<file path="src/rtl/nrzi_bit_stuffer.sv">
// USB serial TX line coder: pulls bits from the byte PISO, inserts a stuff 0
// after STUFF_LEN consecutive 1s, NRZI-encodes onto dp/dm, then appends EOP
// (SE0 x EOP_SE0_BITS, J x 1) before releasing the pads.
module nrzi_bit_stuffer #(
    parameter int STUFF_LEN    = 6,
    parameter int EOP_SE0_BITS = 2,
    parameter int LOW_SPEED    = 0
) (
    input  logic clk,
    input  logic nRST,
    input  logic bit_tick,
    input  logic tx_en,
    input  logic src_busy,
    input  logic bit_in,
    output logic shift_req,
    output logic dp,
    output logic dm,
    output logic tx_oe,
    output logic stuff_active,
    output logic eop_done
);

    localparam int CNT_W = $clog2(STUFF_LEN + 1);
    localparam int SE0_W = $clog2(EOP_SE0_BITS + 1);

    localparam logic [1:0]       LINE_J    = (LOW_SPEED != 0) ? 2'b01 : 2'b10;
    localparam logic [1:0]       LINE_SE0  = 2'b00;
    localparam logic [CNT_W-1:0] ONES_MAX  = CNT_W'(STUFF_LEN);
    localparam logic [SE0_W-1:0] SE0_LAST  = SE0_W'(EOP_SE0_BITS);

    typedef enum logic [1:0] {
        IDLE,
        ACTIVE,
        EOP_SE0,
        EOP_J
    } state_t;

    state_t           state, state_nxt;
    logic [1:0]       line, line_nxt;
    logic             tx_oe_nxt;
    logic             shift_req_nxt;
    logic             stuff_nxt;
    logic             eop_nxt;
    logic [CNT_W-1:0] ones_cnt, ones_cnt_nxt;
    logic [SE0_W-1:0] se0_cnt, se0_cnt_nxt;
    logic             pre_valid, pre_valid_nxt;
    logic             pre_bit;
    // shift_req delayed one clock: the PISO presents the fetched bit one clk after the request
    logic             fetch_p1;

    assign dp = line[1];
    assign dm = line[0];

    // Next-state and registered-output decode; only bit_tick edges advance the line
    always_comb begin
        state_nxt     = state;
        line_nxt      = line;
        tx_oe_nxt     = tx_oe;
        shift_req_nxt = 1'b0;
        stuff_nxt     = 1'b0;
        eop_nxt       = 1'b0;
        ones_cnt_nxt  = ones_cnt;
        se0_cnt_nxt   = se0_cnt;
        pre_valid_nxt = pre_valid;

        if (fetch_p1) begin
            pre_valid_nxt = 1'b1;
        end

        if (bit_tick) begin
            case (state)
                IDLE: begin
                    line_nxt  = LINE_J;
                    tx_oe_nxt = 1'b0;
                    if (tx_en && src_busy) begin
                        shift_req_nxt = 1'b1;
                        tx_oe_nxt     = 1'b1;
                        state_nxt     = ACTIVE;
                    end
                end
                ACTIVE: begin
                    if (ones_cnt == ONES_MAX) begin
                        // Stuff bit takes priority, even over end-of-data; pre_bit waits
                        line_nxt     = ~line;
                        ones_cnt_nxt = '0;
                        stuff_nxt    = 1'b1;
                    end else if (pre_valid) begin
                        if (pre_bit) begin
                            ones_cnt_nxt = ones_cnt + CNT_W'(1);
                        end else begin
                            line_nxt     = ~line;
                            ones_cnt_nxt = '0;
                        end
                        if (tx_en && src_busy) begin
                            shift_req_nxt = 1'b1;
                        end else begin
                            pre_valid_nxt = 1'b0;
                        end
                    end else begin
                        line_nxt    = LINE_SE0;
                        se0_cnt_nxt = SE0_W'(1);
                        state_nxt   = EOP_SE0;
                    end
                end
                EOP_SE0: begin
                    if (se0_cnt >= SE0_LAST) begin
                        line_nxt  = LINE_J;
                        state_nxt = EOP_J;
                    end else begin
                        se0_cnt_nxt = se0_cnt + SE0_W'(1);
                    end
                end
                EOP_J: begin
                    tx_oe_nxt    = 1'b0;
                    eop_nxt      = 1'b1;
                    ones_cnt_nxt = '0;
                    state_nxt    = IDLE;
                end
                default: begin
                    line_nxt  = LINE_J;
                    tx_oe_nxt = 1'b0;
                    state_nxt = IDLE;
                end
            endcase
        end
    end

    // Control and line registers; reset drops the packet at once with the bus back at J
    always_ff @(posedge clk or negedge nRST) begin
        if (!nRST) begin
            state        <= IDLE;
            line         <= LINE_J;
            tx_oe        <= 1'b0;
            shift_req    <= 1'b0;
            stuff_active <= 1'b0;
            eop_done     <= 1'b0;
            ones_cnt     <= '0;
            se0_cnt      <= '0;
            pre_valid    <= 1'b0;
            fetch_p1     <= 1'b0;
        end else begin
            state        <= state_nxt;
            line         <= line_nxt;
            tx_oe        <= tx_oe_nxt;
            shift_req    <= shift_req_nxt;
            stuff_active <= stuff_nxt;
            eop_done     <= eop_nxt;
            ones_cnt     <= ones_cnt_nxt;
            se0_cnt      <= se0_cnt_nxt;
            pre_valid    <= pre_valid_nxt;
            fetch_p1     <= shift_req;
        end
    end

    // Prefetched data bit; qualified by pre_valid so it needs no reset
    always_ff @(posedge clk) begin
        if (fetch_p1) begin
            pre_bit <= bit_in;
        end
    end

endmodule

</file>
<file path="config.mk">
export PLATFORM = sky130hd
export DESIGN_NAME = nrzi_bit_stuffer
export DESIGN_NICKNAME = d
export VERILOG_FILES = /design/src/rtl/nrzi_bit_stuffer.sv
export SDC_FILE = /design/constraint.sdc
export NUM_CORES = 1
export LEC_CHECK = 0
export CAP_MARGIN = 20
export CORE_UTILIZATION = 47
export CTS_CLUSTER_DIAMETER = 120
export CTS_CLUSTER_SIZE = 40
export DETAILED_ROUTE_END_ITERATION = 8
export PLACE_DENSITY = 0.71
export SLEW_MARGIN = 15
export SYNTH_ARGS = -nofsm -noshare
export SYNTH_HDL_FRONTEND = slang
export SYNTH_SLANG_ARGS = --single-unit
</file>
<file path="constraint.sdc">
create_clock -name clk -period 1.8 [get_ports clk]
set_input_delay 0.36 -clock clk [delete_from_list [all_inputs] [get_ports clk]]
set_output_delay 0.36 -clock clk [all_outputs]
set_load 0.1 [all_outputs]
</file>
-- Word level (Yosys, flattened, before mapping)
Index checks and enable logic that the tools add are counted.
Widths: inputs -> output; s select.
- $add $sub $neg: 2
- multipliers: 0
- divide/modulo/power cells: 0
- magnitude comparators: 1
- equality and inequality tests: 11
- shifts and indexed selects: 0
- mux-type cells: 35
- bitwise logic cells: 1
- reductions and logical operators: 11
- operator list (kind ; count):
    $mux 2 ; 11
    $mux 1 ; 15
    $ne 2x2->1 const B ; 5
    $reduce_and 5->1 ; 2
    $mux 3 ; 3
    $pmux 2 s4 ; 1
    $pmux 2 s3 ; 1
    $pmux 3 s2 ; 1
    $reduce_bool 2->1 ; 3
    $eq 2x2->1 const B ; 2
    $ne 4x4->1 const B ; 1
    $pmux 1 s2 ; 2
    $pmux 2 s2 ; 1
    $reduce_and 4->1 ; 1
    $add 3x1->3 const B ; 1
    $eq 3x3->1 const B ; 1
    $ne 3x3->1 const B ; 1
    $reduce_and 3->1 ; 1
    $reduce_bool 3->1 ; 1
    $add 2x1->2 const B ; 1
    $eq 2x1->1 const B ; 1
    $ge 2x2->1 const B ; 1
    $logic_not 2->1 ; 1
    $not 2->2 ; 1
    2 further kinds ; 2
- register bits: 16
- latch bits: 0
- RAM bits: 0
- bits in read-only memories: 0
- input bits: 6
- memories kept: 0

-- Logic depth before layout (Yosys ltp)
- depth in word-level cells: 6
- gate-level depth with buffers: 7

-- Least setup slack after synthesis
No wires, ideal clock.
- kind: register to register
- from: register ones_cnt[0]
- to: register state[1]
- arrival time: 1578 ps
- data required time: 1675 ps
- slack: 98 ps
- cell stages (with the launch flop): 7
- path buffers: 0
- clock period less this slack: 1702 ps
- cells stage by stage: dfrtp_1 > inv_1 > ha_1 > a21oi_1 > o21ai_1 > a211oi_1 > mux2_2
- longest elaborated chain between the ends: 3
- ends and longest elaborated chain (what ; RTL line ; source):
    start: declaration ; 44 ; logic [CNT_W-1:0] ones_cnt, ones_cnt_nxt;
    start signal: assignment ; 148 ; ones_cnt <= ones_cnt_nxt;
    $eq 3x3->1 ; 82 ; if (ones_cnt == ONES_MAX) begin
    $ne 2x2->1 (no source line) ; -- ;
    $reduce_and 5->1 (no source line) ; -- ;
    end signal: assignment ; 142 ; state <= state_nxt;
    end: declaration ; 38 ; state_t state, state_nxt;
No other way between the ends.
A chain may end at the register's enable or synchronous reset.

-- Worst setup path in the final report
- from: register state[0]
- to: register line[1]
- longest elaborated chain between the ends: 3
- elaborated cells on any way between the ends: 8
- classes of those cells: eq/ne (4); mux (1); reduce/logical (3)
- ends and longest elaborated chain (what ; RTL line ; source):
    $eq 2x1->1, or another cell as far along ; 71 ; case (state)
    $ne 4x4->1 (no source line), or another cell as far along ; -- ;
    $reduce_and 4->1 (no source line) ; -- ;
    end signal: assignment ; 143 ; line <= line_nxt;
    end: declaration ; 39 ; logic [1:0] line, line_nxt;
Several ways; a longest one is shown, not always the timed one.

==> metrics.txt <==
critical path startpoint category=register; CP Capture Type=register; Longest Clk Path Bufs=2; Core Area=1730 um^2; DP HPWL=1.34 mm; drt wl/cell=12.8 um; Cell Chain, Critical Path=inv_1 > ha_1 > nor3b_4 > or3b_4 > o31a_1 > o22ai_2; fin area=1160 um^2; CP max stage delay=0.39 ns; antenna fix cells=0; slowest cell on the critical path=or3b_4; Routed WL=1.65 mm; most frequent cells in the layout=14 x dfrtp_1, 9 x buf_4, 8 x inv_1; RePlAce Congestion=0.839; Die Area=2010 um^2; Synth area leaders=dfrtp_1 41%, ha_1 10%, mux2_2 3.9%, edfxtp_1 3.5%, inv_1 3.5%; fin cells=129; syn_nets=95; syn_area_per_cell=10.5 um^2; worst skew pair latency=0.29 ns; clock sink total=16; critical path fanouts, max=6; Final Hold Fails=0; Cells after DPL=124; Seq. cell area=407 um^2; # fillers=139; cell taking the most area after synthesis=dfrtp_1; clk root buf=clkbuf_4; Yosys reg bits=16; Total Routing Usage GR=0.207; status=finished, final reports clean; share of layout cells above drive strength 1=0.250; number of remaining DRC errors=0; Syn-to-layout area delta=34.4%; CP required=2.03 ns; Fmax=582 MHz; largest net degree at the start of global routing=16; first-pass GRT wire length=3.01 mm; Hold-fix buffers, CTS=0; Fin Clk Skew=0.0109 ns; fin crit period=1.72 ns; worst-margin pin slew=0.312 ns; sequential area share after synthesis=0.472; IO Pins=12; Setup TNS Final=0 ns; total CTS buffers=3; detailed-route via count=686; final antenna-violating net count=0; Layout Nets=118; Cells after Synth=82; Max VDD drop=0.000902 V; Max Slew Vio Count=0; Hold WC Path Type=input port to asynchronous set/reset pin; LEAKAGE=0.000547 uW; CP Buf/Inv Count=1; synth unique cells=34; Worst-path clk slew=0.09 ns; num rows=15; antenna violations before repair=0; power per standard cell area=1660 nW/um^2; multi-input logic area=427 um^2; max_cap viols=0; Worst path top cell family by delay=simple AND/OR/NAND/NOR gates; Die X=44.8 um; RSZ-0062 raised after global routing=no; Synth top area share=0.406; Final Setup Violations=0; Tcrit/Tclk final=0.954; Cell Area, Synth=862 um^2; DRC violation total after the first TritonRoute iteration=2; Die H=44.8 um; critical path class=register to register; number of vias per cell=5.32; commonest non-fill, non-tap cell in the layout=dfrtp_1; vias in the first global route=747; IO buf count=11; Detailed Routing Iterations Pass 1=4; Max-slew headroom=0.792; TritonCTS clock tree=built; grt ovf=0; DP Area=1110 um^2; Arr. time, crit path=1.95 ns; Starting Density=0.499; Synthesis Warnings=0; # H-tree levels=1
## stage by stage
| stage | hold slack (ns) | power (uW) | setup slack (ns) | utilization |
|---|---|---|---|---|
| 2_1_floorplan | 0.0644 | 1330 | 0.0978 | - |
| 3_3_place_gp | 0.416 | 1660 | 0.0271 | 0.645 |
| 3_5_place_dp | 0.420 | 1710 | -0.0147 | 0.645 |
| 4_1_cts | 0.369 | 1930 | 0.0558 | 0.664 |
| 5_1_grt | 0.397 | 2060 | 0.000464 | 0.671 |
| 6_report | 0.363 | 1930 | 0.0827 | 0.671 |
## final timing paths
check / slack (ns) / start / end / depth (start not counted)
min: 0.36 / nRST / line[0]$_DFFE_PN0P_ / 2
min reg2reg: 0.42 / shift_req$_DFF_PN0_ / fetch_p1$_DFF_PN0_ / 0
max reg2reg: 0.08 / state[0]$_DFFE_PN0P_ / line[1]$_DFFE_PN1P_ / 6
max: 0.08 / state[0]$_DFFE_PN0P_ / line[1]$_DFFE_PN1P_ / 6
max in group asynchronous: 1.20 / nRST / line[1]$_DFFE_PN1P_ / 2
min in group clk: 0.42 / shift_req$_DFF_PN0_ / fetch_p1$_DFF_PN0_ / 0
## layout make-up
type | instances | area share
inverters | 8 | 0.0259
flip-flops and latches | 16 | 0.351
clock buffers | 4 | 0.0227
well taps | 25 | 0.0270
repair buffers | 20 | 0.205
multi-input cells | 56 | 0.368
## state kept, by name, indices dropped and copies added, names as in the netlist
| register | count |
|---|---|
| fetch_p1 | 1 |
| se0_cnt | 2 |
| pre_bit | 1 |
| tx_oe | 1 |
| stuff_active | 1 |
| ones_cnt | 3 |
| shift_req | 1 |
| pre_valid | 1 |
| state | 2 |
| eop_done | 1 |
| line | 2 |
## cells in the mapped netlist
library cell / count
dfrtp_1: 14
inv_1: 8
ha_1: 7
nor2_1: 7
nand2_1: 5
o21ai_0: 4
a21oi_1: 3
mux2_2: 3
nand2b_1: 3
buf_2: 2
nand3_1: 2
o31ai_1: 2
a211oi_1: 1
a21o_1: 1
a31oi_1: 1
a41oi_1: 1
and2_1: 1
and3_1: 1
dfstp_2: 1
edfxtp_1: 1
mux2i_1: 1
nor3_1: 1
nor3b_1: 1
nor3b_4: 1
nor4_1: 1
o2111a_1: 1
o2111ai_1: 1
o21ai_1: 1
o22a_1: 1
o22ai_1: 1
o311a_1: 1
o31a_1: 1
o32a_1: 1
or3b_4: 1
## kinds of logic (layout without fill, tap and decap cells)
kind of cell,after synthesis,count (layout),share of synthesized area
AO/OA/AOI/OAI,21,21,0.173
flip-flops,16,16,0.472
AND/OR/NAND/NOR,24,24,0.157
adder cells (fa/ha/maj),7,7,0.102
buffers and inverters,10,32,0.0464
multiplexers,4,4,0.0508
## report_power, final
part / internal, uW / leakage, uW / switching, uW
clock: 86.3 / 0.0000150 / 108
sequential: 483 / 0.000202 / 110
combinational: 497 / 0.000330 / 642
## timing repair
| action | CTS | global route |
|---|---|---|
| pin swaps | 0 | 0 |
| setup buffers | 1 | 0 |
| setup endpoints to repair | 1 | 2 |
| resized for setup | 0 | 2 |
## layer usage
layer  vias up  wire (um)  track usage
met4         0         25       0.0727
met3         5         67       0.0600
li1        342          -            -
met1       325        733        0.235
met5         -          0            0
met2        14        821        0.371
Note: power is estimated with default switching activity, not from simulation.
